$ cat config.mk
export PLATFORM = sky130hd
export DESIGN_NAME = interrupt_arbiter
export DESIGN_NICKNAME = d
export VERILOG_FILES = /design/src/rtl/game_io_pkg.sv /design/src/rtl/sync_debounce.sv /design/src/rtl/interrupt_arbiter.sv
export SDC_FILE = /design/constraint.sdc
export NUM_CORES = 1
export LEC_CHECK = 0
export ABC_AREA = 1
export ABC_CLOCK_PERIOD_IN_PS = 2800
export BUFFER_PORTS_ARGS = -buffer_cell sky130_fd_sc_hd__buf_2
export CAP_MARGIN = 0
export CORE_ASPECT_RATIO = 0.5
export CORE_MARGIN = 10
export CORE_UTILIZATION = 40
export CTS_BUF_LIST = sky130_fd_sc_hd__clkbuf_16
export CTS_CLUSTER_SIZE = 25
export DETAILED_ROUTE_END_ITERATION = 12
export PLACE_DENSITY = 0.57
export SLEW_MARGIN = 10
export SYNTH_ARGS = -nofsm -noshare
export SYNTH_HDL_FRONTEND = slang
export SYNTH_SLANG_ARGS = --single-unit
$ cat constraint.sdc
create_clock -name clock -period 2.8 [get_ports clock]
set_clock_uncertainty 0.05 [all_clocks]
set_input_delay 0.42 -clock clock [delete_from_list [all_inputs] [get_ports clock]]
set_output_delay 0.42 -clock clock [all_outputs]
set_load 0.005 [all_outputs]
$ cat src/rtl/game_io_pkg.sv
// -----------------------------------------------------------------------------
// game_io_pkg
// Shared types and constants for the game I/O interrupt arbiter.
//   src_id_t     : interrupt source identifier (NONE/FRAME/JUMP/EXT)
//   arb_state_t  : arbiter FSM states (IDLE/ISSUE/HOLDOFF)
//   JAL_OPCODE   : opcode field of the jump-and-link handed to the CPU
//   NOP_INSTR    : instruction driven whenever no interrupt is being issued
//   pick_src()   : fixed-priority selector, frame > jump > ext
// Optional feature macro used by the top: INT_ARB_MASK_EN.
// -----------------------------------------------------------------------------
package game_io_pkg;

   typedef enum logic [1:0] {
      SRC_NONE  = 2'd0,
      SRC_FRAME = 2'd1,
      SRC_JUMP  = 2'd2,
      SRC_EXT   = 2'd3
   } src_id_t;

   typedef enum logic [1:0] {
      ST_IDLE    = 2'd0,
      ST_ISSUE   = 2'd1,
      ST_HOLDOFF = 2'd2
   } arb_state_t;

   localparam logic [4:0]  JAL_OPCODE = 5'b00011;
   localparam logic [31:0] NOP_INSTR  = 32'd0;

   // Bit 0 = frame, bit 1 = jump, bit 2 = ext; lower bit wins.
   function automatic src_id_t pick_src(input logic [2:0] eligible);
      if (eligible[0])      return SRC_FRAME;
      else if (eligible[1]) return SRC_JUMP;
      else if (eligible[2]) return SRC_EXT;
      else                  return SRC_NONE;
   endfunction

endpackage

$ cat src/rtl/sync_debounce.sv
// -----------------------------------------------------------------------------
// sync_debounce
// Brings an asynchronous level into the clock domain, optionally debounces it,
// and emits a one-cycle rising-edge indication of the resulting level.
//   clock   in  : system clock
//   reset   in  : asynchronous, active-low
//   i_async in  : raw asynchronous input
//   o_rise  out : high for one cycle after the (debounced) level goes 0->1
// DEBOUNCE_CYCLES = 0 bypasses the debouncer (level = second sync flop).
// Otherwise the debounced level follows the synchronized input only after the
// two have differed for DEBOUNCE_CYCLES consecutive clocks.
// -----------------------------------------------------------------------------
module sync_debounce #(
   parameter int unsigned DEBOUNCE_CYCLES = 16
) (
   input  logic clock,
   input  logic reset,
   input  logic i_async,
   output logic o_rise
);

   logic r_sync1;
   logic r_sync2;
   logic r_prev;
   logic w_db;

   // NOTE: all sequential state uses non-blocking assignments so every flop
   // samples pre-edge values; blocking here would collapse the sync chain.
   always_ff @(posedge clock or negedge reset) begin
      if (!reset) begin
         r_sync1 <= 1'b0;
         r_sync2 <= 1'b0;
         r_prev  <= 1'b0;
      end else begin
         r_sync1 <= i_async;
         r_sync2 <= r_sync1;
         r_prev  <= w_db;
      end
   end

   generate
      if (DEBOUNCE_CYCLES == 0) begin : g_bypass
         assign w_db = r_sync2;
      end else begin : g_debounce
         logic [15:0] r_cnt;
         logic        r_db;

         always_ff @(posedge clock or negedge reset) begin
            if (!reset) begin
               r_cnt <= 16'd0;
               r_db  <= 1'b0;
            end else if (r_sync2 != r_db) begin
               if (r_cnt == 16'(DEBOUNCE_CYCLES - 1)) begin
                  r_db  <= r_sync2;
                  r_cnt <= 16'd0;
               end else begin
                  r_cnt <= r_cnt + 16'd1;
               end
            end else begin
               // Any agreeing cycle restarts the stability window.
               r_cnt <= 16'd0;
            end
         end

         assign w_db = r_db;
      end
   endgenerate

   assign o_rise = w_db & ~r_prev;

endmodule

$ cat src/rtl/interrupt_arbiter.sv
// -----------------------------------------------------------------------------
// interrupt_arbiter
// Latches game events as pending interrupts, issues one at a time to the CPU
// as a jump-and-link to the source's handler, and enforces a hold-off window
// after every acknowledge.
//   clock                 in  : system clock
//   reset                 in  : asynchronous, active-low
//   frame_tick            in  : async frame clock; each rising edge = event
//   jump_key              in  : async push button; debounced rising edge = event
//   ext_req               in  : synchronous single-cycle request pulse
//   instr_ack             in  : CPU accepted interrupt_instruction this cycle
//   irq_mask[2:0]         in  : only with INT_ARB_MASK_EN; 1 = source masked
//   interrupt_instruction out : {JAL_OPCODE, vector} while issuing, else 0
//   instr_valid           out : high exactly while in ISSUE
//   active_src            out : 0 none, 1 frame, 2 jump, 3 ext
//   drop_count            out : saturating count of events lost to a busy slot
// Optional feature macro: INT_ARB_MASK_EN (adds irq_mask input).
// -----------------------------------------------------------------------------
module interrupt_arbiter
   import game_io_pkg::*;
#(
   parameter logic [26:0] FRAME_VEC       = 27'd100,
   parameter logic [26:0] JUMP_VEC        = 27'd200,
   parameter logic [26:0] EXT_VEC         = 27'd300,
   parameter int unsigned DEBOUNCE_CYCLES = 16,
   parameter int unsigned HOLDOFF_CYCLES  = 8
) (
   input  logic        clock,
   input  logic        reset,
   input  logic        frame_tick,
   input  logic        jump_key,
   input  logic        ext_req,
   input  logic        instr_ack,
`ifdef INT_ARB_MASK_EN
   input  logic [2:0]  irq_mask,
`endif
   output logic [31:0] interrupt_instruction,
   output logic        instr_valid,
   output logic [1:0]  active_src,
   output logic [7:0]  drop_count
);

   logic [2:0]  w_rise;
   logic [2:0]  w_clear;
   logic [2:0]  w_drop;
   logic [2:0]  w_elig;
   logic [1:0]  w_drop_n;
   logic [8:0]  w_drop_sum;
   src_id_t     w_sel;
   logic [26:0] w_vec;

   logic [2:0]  r_pend;
   logic [7:0]  r_drop;
   arb_state_t  r_state;
   src_id_t     r_active;
   logic [31:0] r_instr;
   logic        r_valid;
   logic [15:0] r_hold;

   sync_debounce #(.DEBOUNCE_CYCLES(0)) u_frame (
      .clock   (clock),
      .reset   (reset),
      .i_async (frame_tick),
      .o_rise  (w_rise[0])
   );

   sync_debounce #(.DEBOUNCE_CYCLES(DEBOUNCE_CYCLES)) u_jump (
      .clock   (clock),
      .reset   (reset),
      .i_async (jump_key),
      .o_rise  (w_rise[1])
   );

   assign w_rise[2] = ext_req;

   // NOTE: every variable written in always_comb gets a default first so no
   // path leaves it unassigned (which would infer a latch).
   always_comb begin
      w_clear = 3'b000;
      if (r_state == ST_ISSUE && instr_ack) begin
         case (r_active)
            SRC_FRAME: w_clear = 3'b001;
            SRC_JUMP:  w_clear = 3'b010;
            SRC_EXT:   w_clear = 3'b100;
            default:   w_clear = 3'b000;
         endcase
      end
   end

`ifdef INT_ARB_MASK_EN
   // Masked sources keep their pending bit; clearing the mask releases it.
   assign w_elig = r_pend & ~irq_mask;
`else
   assign w_elig = r_pend;
`endif

   assign w_sel = pick_src(w_elig);

   always_comb begin
      w_vec = 27'd0;
      case (w_sel)
         SRC_FRAME: w_vec = FRAME_VEC;
         SRC_JUMP:  w_vec = JUMP_VEC;
         SRC_EXT:   w_vec = EXT_VEC;
         default:   w_vec = 27'd0;
      endcase
   end

   // An edge coinciding with its own clear re-pends (kept); an edge hitting a
   // pending bit that is not clearing is lost.
   assign w_drop     = w_rise & r_pend & ~w_clear;
   assign w_drop_n   = {1'b0, w_drop[0]} + {1'b0, w_drop[1]} + {1'b0, w_drop[2]};
   assign w_drop_sum = {1'b0, r_drop} + {7'd0, w_drop_n};

   // NOTE: every flop here, counters included, is cleared by reset; there is
   // no memory array whose contents could be left unreset.
   always_ff @(posedge clock or negedge reset) begin
      if (!reset) begin
         r_pend <= 3'b000;
         r_drop <= 8'd0;
      end else begin
         r_pend <= (r_pend & ~w_clear) | w_rise;
         r_drop <= w_drop_sum[8] ? 8'hFF : w_drop_sum[7:0];
      end
   end

   always_ff @(posedge clock or negedge reset) begin
      if (!reset) begin
         r_state  <= ST_IDLE;
         r_active <= SRC_NONE;
         r_instr  <= NOP_INSTR;
         r_valid  <= 1'b0;
         r_hold   <= 16'd0;
      end else begin
         case (r_state)
            ST_IDLE: begin
               if (|w_elig) begin
                  r_active <= w_sel;
                  r_instr  <= {JAL_OPCODE, w_vec};
                  r_valid  <= 1'b1;
                  r_state  <= ST_ISSUE;
               end
            end
            ST_ISSUE: begin
               // Instruction and source stay frozen until the CPU accepts.
               if (instr_ack) begin
                  r_active <= SRC_NONE;
                  r_instr  <= NOP_INSTR;
                  r_valid  <= 1'b0;
                  if (HOLDOFF_CYCLES == 0) begin
                     r_state <= ST_IDLE;
                  end else begin
                     r_state <= ST_HOLDOFF;
                     r_hold  <= 16'(HOLDOFF_CYCLES);
                  end
               end
            end
            ST_HOLDOFF: begin
               r_hold <= r_hold - 16'd1;
               if (r_hold == 16'd1) r_state <= ST_IDLE;
            end
            default: r_state <= ST_IDLE;
         endcase
      end
   end

   assign interrupt_instruction = r_instr;
   assign instr_valid           = r_valid;
   assign active_src            = r_active;
   assign drop_count            = r_drop;

endmodule

==> impl_metrics.toml, run 1 <==
[min_path]
hold_path_class = "primary input to flop"

[layout]
drive_above_1_share = 0.152
area_delta_synth_final_pct = 15.1
post-route-util = 0.472
fillCellCount = 783
diodes = 0
final_area_um2 = 3780
fin_nets = 452

[die]
die-area_um2 = 12500
start_util = 0.410
std_cell_rows = 23
boundaryPins = 49
fp.dieH_um = 84.1
dieWidth_um = 148
core_um2 = 8000

[flow_run]
maxCapViolCount = 0

[critical_path]
critPathMaxFanout = 7
reg2reg_from = "r_pend[0]"
worst_ep_arrival_time_ns = 2.71
crit_path_end = "drop_count[7]"
crit_path_end_kind = "flop"
worst_setup_path_start_kind = "flop"
cp.required_ns = 2.94
regToRegSetupSlack_ns = 0.23
worst-setup-path-type = "flop to flop"
reg2regPathDepth = 11
startpoint = "r_pend[0]"
r2r-end = "drop_count[7]"

[route]
first_iter_violations = 74
wl_per_cell_um = 11.7
dr.pass1.iters = 5
ant_nets = 0
num_vias = 2482
drc = 0
detail_route.vias_per_cell = 4.49
wl_um = 6460

[clock_tree]
clk_latency_ns = 0.32
clkTransAtPathRegs_ns = 0.05
cts_sinks = 59
root_buffer = "clkbuf_16"
cts_tree = "done"
cts-htree-levels = 3
clk_path_buf_depth = 2
cts_made_buffers = 9

[place]
placed_area_um2 = 3440
hpwl_um = 4960
pre_cts_ws_ns = 0.0755
gp_congestion = 0.835
io_buffers = 24

[sta]
tns_ns = 0
finalCriticalPeriod_ns = 2.57
hold_slack_ns = 0.152
hold_violations = 0
slew_violations = 0
finalWorstSetupSlack_ns = 0.227
period_share = 0.919
setup_viol = 0
fmaxAchievable_mhz = 389

[power]
leakagePower_nw = 1.91
ir_drop_v = 0.000374
power_density_nw_per_um2 = 986

[logic_synthesis]
synth_cells = 402
synth-edff-count = 0
synth_cell_types = 37
yosysMostFrequentCell = "nand2_1"
syn_area_per_cell_um2 = 8.17
ys_top_cells_by_count = "nand2_1, dfrtp_1, nor2_1"
synth_area_um2 = 3280
synth_flop_cell = "dfrtp_1"
ys_top_cells_by_area = "dfrtp_1, nand2_1, buf_4"
ys_ff_latch = 59
synth_largest_area_cell = "dfrtp_1"
yosys_warnings = 0
synth_seq_area_share = 0.450
async_reset_ff_frac = 1.00
netlist.area_leader.share = 0.450

[outcome]
status = "complete, no violations"

[grt]
grt_pass1_wl_um = 11400
grt_max_degree = 23
track_usage = 0.111
grt.overflow.total = 0
antenna_found_initial = 0
grt_pass1_vias = 2478
[worst min-delay path by stage]
stage / end / slack, ns / start / cells after the start
floorplan: active_src[0] / 0.07 / reset / 0
global placement: u_frame.r_sync2 / 0.31 / u_frame.r_sync1 / 0
detailed placement: u_jump.r_sync2 / 0.31 / u_jump.r_sync1 / 0
CTS: u_jump.r_sync1 / 0.14 / jump_key / 1
global route: u_jump.r_sync1 / 0.14 / jump_key / 1
finish: u_jump.r_sync1 / 0.15 / jump_key / 1
[cells in the final DEF (no fill, tap or decap), types with 2 or more instances in the layout]
cell,n
o22ai_1,3
nor3_1,5
ha_1,7
nor2_8,3
clkbuf_16,9
conb_1,24
xnor2_1,3
o21ai_2,2
xor2_1,5
inv_2,3
nand3_2,4
nand2_2,2
o21ai_0,16
nand2_1,82
buf_2,24
o21bai_1,3
a21oi_1,5
nand3_1,26
o21ai_1,9
nor2_1,57
nand4_1,11
bufinv_16,2
dfrtp_1,58
nor2_2,2
buf_4,7
clkinv_1,2
inv_1,50
[report_power, final]
| group | internal [mW] | switching, mW |
|---|---|---|
| sequential | 1.08 | 0.219 |
| combinational | 0.480 | 0.814 |
| clock | 0.766 | 0.364 |
| total | 2.33 | 1.40 |
[area by class of cell]
type,count,area (um2),share of cell area
multi-input combinational,282,1480,0.390
clock buffer,9,225,0.0596
clock inverter,7,83.8,0.0222
tap,112,140,0.0371
timing repair buffer,32,183,0.0483
sequential,59,1480,0.391
inverter,52,195,0.0516
[critical path, stage by stage (launching register included)]
cell	delay (ns)
dfrtp_1	0.38
inv_1	0.07
nor3_1	0.22
o21ai_1	0.13
fa_1	0.53
inv_1	0.05
ha_2	0.19
fa_2	0.35
nand2_2	0.08
nor2_2	0.05
nand4_1	0.24
nand3_1	0.11
[stage by stage]
step                      power, mW  cells
after detailed placement       2.62    535
after CTS                      3.77    552
after floorplan                2.27    425
after global placement         2.60    535
final                          3.73    553
after global routing           4.05    553
[layer usage]
metal | track usage | vias up | part of all wire
met1 | 0.126 | 1134 | 0.47
met3 | 0.0438 | 4 | 0.048
met2 | 0.182 | 38 | 0.47
met5 | 0 | - | 0
met4 | 0.0447 | 0 | 0.0079
li1 | - | 1306 | -
[flip-flops by register name, summed over array words and instances, names as in the netlist, 2 cells and up]
signal / cells
u_jump.g_debounce.r_cnt: 16
r_hold: 16
drop_count: 8
r_state: 2
interrupt_instruction: 5
active_src: 2
r_pend: 3
[repair_timing]
item / in CTS / in global routing
hold endpoints to repair: 17 / 0
endpoints found under the setup margin: 0 / 8
buffers inserted: 0 / 1
gates resized for setup: 0 / 7
hold buffers: 1 / 0
[kinds of logic after synthesis]
kind of cell / synth area share
XOR/XNOR: 0.0213
AND/OR/NAND/NOR: 0.283
buffers and inverters: 0.132
adder cells (fa/ha/maj): 0.0427
AO/OA/AOI/OAI: 0.0705
other: 0.00114
flip-flops: 0.450
Power figures use the tool's default switching activity.
==> run 2: changes to the inputs <==
--- a/config.mk
+++ b/config.mk
@@ -16,7 +16,10 @@
 export CTS_CLUSTER_SIZE = 25
 export DETAILED_ROUTE_END_ITERATION = 12
 export PLACE_DENSITY = 0.57
+export SETUP_SLACK_MARGIN = 0.4
 export SLEW_MARGIN = 10
 export SYNTH_ARGS = -nofsm -noshare
 export SYNTH_HDL_FRONTEND = slang
+export SYNTH_HIERARCHICAL = 1
 export SYNTH_SLANG_ARGS = --single-unit
+export TNS_END_PERCENT = 10
==> impl_metrics.toml, run 2 <==
[clock_tree]
cts-htree-levels = 3
clkTransAtPathRegs_ns = 0.05
clk_latency_ns = 0.33
cts_sinks = 59
cts_made_buffers = 9
clk_path_buf_depth = 2
root_buffer = "clkbuf_16"
cts_tree = "done"

[sta]
period_share = 0.886
slew_violations = 0
tns_ns = 0
rsz0062_at_grt = "true"
hold_violations = 0
fmaxAchievable_mhz = 403
finalCriticalPeriod_ns = 2.48
setup_viol = 0

[critical_path]
slowest_delay_ns = 0.41
critPathMaxFanout = 6
crit_path_end_kind = "flop"
regToRegSetupSlack_ns = 0.32
reg2reg_from = "r_state[1]"
startpoint = "r_state[1]"
worst_setup_path_start_kind = "flop"
critPathSlowestCell = "fa_1"
worst_ep_arrival_time_ns = 2.63
crit_path_end = "drop_count[4]"
worst-path-stages = 15
cp.required_ns = 2.95
cp_cell_sequence = "inv_2, nand2_2, nor2_4, nand3_2, nand3_2, fa_1, inv_1, ha_2, fa_2, nand2_1, inv_2, nand2_4, buf_6, nor3_4, a21oi_1"
reg2regPathDepth = 15
r2r-end = "drop_count[4]"
path_delay_family = "adder cells"
crit_buf_inv = 4
worst-setup-path-type = "flop to flop"

[layout]
fillCellCount = 802
final_cell_mix = "nand2_1, nor2_1, dfrtp_1"
post-route-util = 0.487
diodes = 0
ff_latch_area_um2 = 1480
drive_above_1_share = 0.191
area_delta_synth_final_pct = 17.7
fin_nets = 482
final_common_cell = "nand2_1"
multi_input_area_um2 = 1590

[grt]
grt_max_degree = 26
grt.overflow.total = 0
antenna_found_initial = 0
track_usage = 0.114
grt_pass1_vias = 2563
grt_pass1_wl_um = 11800

[power]
total_power_mw = 3.85
leakagePower_nw = 2.05
power_density_nw_per_um2 = 980
ir_drop_v = 0.000453

[route]
num_vias = 2611
wl_per_cell_um = 11.8
ant_nets = 0
drc = 0
dr.pass1.iters = 4
wl_um = 6860
first_iter_violations = 142
detail_route.vias_per_cell = 4.48

[die]
fp.dieH_um = 84.6
dieWidth_um = 149
std_cell_rows = 23
die-area_um2 = 12600
core_um2 = 8060
boundaryPins = 49
start_util = 0.414

[place]
gp_congestion = 0.812
io_buffers = 24
hpwl_um = 5010

[logic_synthesis]
ys_ff_latch = 59
ys_top_cells_by_area = "dfrtp_1, nand2_1, nor2_1"
netlist.area_leader.share = 0.443
yosys_warnings = 6
synth-edff-count = 0
synth_cell_types = 32
synth_area_um2 = 3330
synth_largest_area_cell = "dfrtp_1"
synth_seq_area_share = 0.443
syn_area_per_cell_um2 = 7.82
ys_top_cells_by_count = "nand2_1, nor2_1, dfrtp_1"
async_reset_ff_frac = 1.00
synth_flop_cell = "dfrtp_1"
yosysMostFrequentCell = "nand2_1"
synth_cells = 426

[min_path]
hp-start = "frame_tick"
hold_path_class = "primary input to flop"

[flow_run]
maxCapViolCount = 0

[outcome]
status = "complete, no violations"
## run 2: final cells by class
class,count,area share
tap,112,0.0357
clock inverter,7,0.0150
timing repair buffer,36,0.0552
sequential,59,0.377
inverter,58,0.0555
multi-input combinational,302,0.405
clock buffer,9,0.0574
## run 2: kinds of logic (layout without fill, tap and decap cells)
group / after synthesis / after routing / synth area share
other cells: 1 / 24 / 0.00113
fa+ha+maj: 10 / 10 / 0.0420
xor+xnor: 5 / 5 / 0.0131
flops: 59 / 59 / 0.443
buf+inv: 88 / 110 / 0.134
simple gates: 234 / 234 / 0.315
compound gates: 29 / 29 / 0.0518
## run 2: power by group
part           internal (mW)  switching [mW]
combinational          0.558           0.900
sequential              1.10           0.245
clock                  0.674           0.372
total                   2.33            1.52
## run 2: worst min-delay path by stage
stage / endpoint / slack [ns] / cells after the start
finish: u_frame/r_sync1 / 0.15 / 1
global route: u_frame/r_sync1 / 0.14 / 1
CTS: u_frame/r_sync1 / 0.14 / 1
detailed placement: u_jump/r_sync2 / 0.30 / 0
global placement: u_frame/r_sync2 / 0.28 / 0
floorplan: active_src[0] / 0.07 / 0
## run 2: metrics by stage
step	hold WS (ns)	std cells	area (um2)	setup slack, ns
2_1_floorplan	0.0744	449	3430	0.386
3_3_place_gp	0.284	557	3480	0.147
3_5_place_dp	0.296	557	3480	0.0934
4_1_cts	0.141	578	3820	0.315
5_1_grt	0.137	583	3920	0.114
6_report	0.150	583	3920	0.319
## run 2: layer usage
metal  global-route usage  vias up  wire length [um]
li1                     -     1365                 -
met1                0.142     1193              3460
met2                0.174       45              2940
met3               0.0439        8               382
met4               0.0452        0                82
met5                    0        -                 0
## run 2: worst reg2reg max path, delay by kind of cell, from the launching register on
kind	cells	cell delay, ns
adder cells (fa/ha/maj)	3	0.81
AO/OA/AOI/OAI	1	0.05
AND/OR/NAND/NOR	7	0.72
buffers and inverters	4	0.35
flip-flops	1	0.38
## run 2: what timing repair did
| action | CTS | global route |
|---|---|---|
| endpoints found under the setup margin | 8 | 8 |
| hold buffers | 1 | 0 |
| hold endpoints to repair | 14 | 0 |
| gates resized for setup | 4 | 13 |
| pin swaps | 3 | 5 |
| setup buffers | 4 | 5 |
==> run 3: changes to the inputs <==
--- a/config.mk
+++ b/config.mk
@@ -8,15 +8,17 @@
 export ABC_AREA = 1
 export ABC_CLOCK_PERIOD_IN_PS = 2800
 export BUFFER_PORTS_ARGS = -buffer_cell sky130_fd_sc_hd__buf_2
-export CAP_MARGIN = 0
+export CAP_MARGIN = 20
+export CELL_PAD_IN_SITES_DETAIL_PLACEMENT = 2
+export CELL_PAD_IN_SITES_GLOBAL_PLACEMENT = 2
 export CORE_ASPECT_RATIO = 0.5
 export CORE_MARGIN = 10
-export CORE_UTILIZATION = 40
+export CORE_UTILIZATION = 33
 export CTS_BUF_LIST = sky130_fd_sc_hd__clkbuf_16
 export CTS_CLUSTER_SIZE = 25
 export DETAILED_ROUTE_END_ITERATION = 12
-export PLACE_DENSITY = 0.57
-export SETUP_SLACK_MARGIN = 0.4
+export PLACE_DENSITY = 0.77
+export SETUP_SLACK_MARGIN = 0.1
 export SLEW_MARGIN = 10
 export SYNTH_ARGS = -nofsm -noshare
 export SYNTH_HDL_FRONTEND = slang
==> impl_metrics.toml, run 3 (synthesis results as in run 2) <==
[route]
dr.pass1.iters = 5
num_vias = 2819
drc = 0
first_iter_violations = 69
wl_um = 9410
wl_per_cell_um = 15.6
detail_route.vias_per_cell = 4.67
ant_nets = 0

[power]
ir_drop_v = 0.000309
leakagePower_nw = 2.03
power_density_nw_per_um2 = 1000

[clock_tree]
cts_made_buffers = 9
clk_path_buf_depth = 2
cts_tree = "done"
cts-htree-levels = 3
root_buffer = "clkbuf_16"
clkTransAtPathRegs_ns = 0.05
clk_latency_ns = 0.33
cts_sinks = 59

[critical_path]
cp.required_ns = 2.96
worst_ep_arrival_time_ns = 2.72
crit_path_end_kind = "flop"
path_delay_family = "adder cells"
critPathSlowestCell = "fa_1"
worst_setup_path_start_kind = "flop"
worst-path-stages = 15
reg2regPathDepth = 15
crit_buf_inv = 4
worst-setup-path-type = "flop to flop"
slowest_delay_ns = 0.43
critPathMaxFanout = 3
cp_cell_sequence = "inv_2, nand2_2, nor2_4, nand3_2, nand3_2, fa_1, inv_1, ha_2, fa_2, nand2_1, inv_1, nand2_2, buf_4, nor3_2, a21oi_1"

[layout]
fillCellCount = 1173
drive_above_1_share = 0.179
diodes = 0
final_common_cell = "nand2_1"
final_cell_mix = "nand2_1, nor2_1, dfrtp_1"
fin_nets = 479
area_delta_synth_final_pct = 16.4

[min_path]
hold_path_class = "primary input to flop"
holdPathStages = 1

[outcome]
status = "complete, no violations"

[sta]
rsz0062_at_grt = "false"
tns_ns = 0
fmaxAchievable_mhz = 391
hold_slack_ns = 0.152
setup_viol = 0
slew_violations = 0
period_share = 0.914
hold_violations = 0
finalCriticalPeriod_ns = 2.56

[grt]
grt_pass1_vias = 3148
grt_pass1_wl_um = 15900
grt.overflow.total = 0
track_usage = 0.132
grt_max_degree = 29
antenna_found_initial = 0

[place]
io_buffers = 24
gp_congestion = 0.765
hpwl_um = 6760

[die]
core_um2 = 9630
std_cell_rows = 25
start_util = 0.346
boundaryPins = 49
fp.dieH_um = 91.1
dieWidth_um = 162
die-area_um2 = 14800

[flow_run]
maxCapViolCount = 0
==> run 3: layer usage <==
metal,up-vias,wire (um),track usage
met2,56,4610,0.229
li1,1357,-,-
met3,12,396,0.0432
met4,0,131,0.0414
met5,-,0,0
met1,1394,4270,0.151
==> run 3: what timing repair did <==
action | CTS | global route
setup buffers | 1 | 0
resized for setup | 3 | 17
pin swaps | 0 | 5
gates cloned | 0 | 0
hold endpoints to repair | 16 | 0
setup endpoints to repair | 8 | 8
hold buffers | 1 | 0
==> run 3: stage by stage <==
| step | util | worst slack [ns] | power [mW] | cell area (um2) | cells |
|---|---|---|---|---|---|
| finish | 0.403 | 0.242 | 3.88 | 3880 | 603 |
| CTS | 0.396 | 0.122 | 3.87 | 3810 | 603 |
| floorplan | - | 0.227 | 2.33 | 3420 | 449 |
| detailed placement | 0.367 | -0.126 | 2.83 | 3530 | 585 |
| global route | 0.403 | 0.0694 | 4.25 | 3880 | 603 |
| global placement | 0.367 | -0.0362 | 2.75 | 3530 | 585 |
==> run 3: where the power goes <==
group          internal, mW  switching [mW]
clock network         0.578           0.384
registers              1.10           0.258
logic                 0.541            1.03
==> run 3: layout make-up <==
cell class	count	area, um2	share of cell area
multi-input cells	302	1570	0.405
flip-flops and latches	59	1480	0.381
clock buffers	9	225	0.0580
inverters	58	218	0.0561
repair buffers	33	190	0.0490
well taps	135	169	0.0435
clock inverters	7	28.8	0.00742
==> run 3: path summary, 6_finish.rpt <==
path	slack, ns	end	startpoint
worst min-delay path	0.15	u_jump/r_sync1	jump_key
min in group asynchronous	0.50	u_jump/g_debounce.r_cnt[13]	reset
worst max-delay path	0.24	drop_count[6]	r_state[1]
worst max register to register	0.24	drop_count[6]	r_state[1]
max in group asynchronous	1.46	r_hold[0]	reset
worst min register to register	0.32	u_jump/r_sync2	u_jump/r_sync1
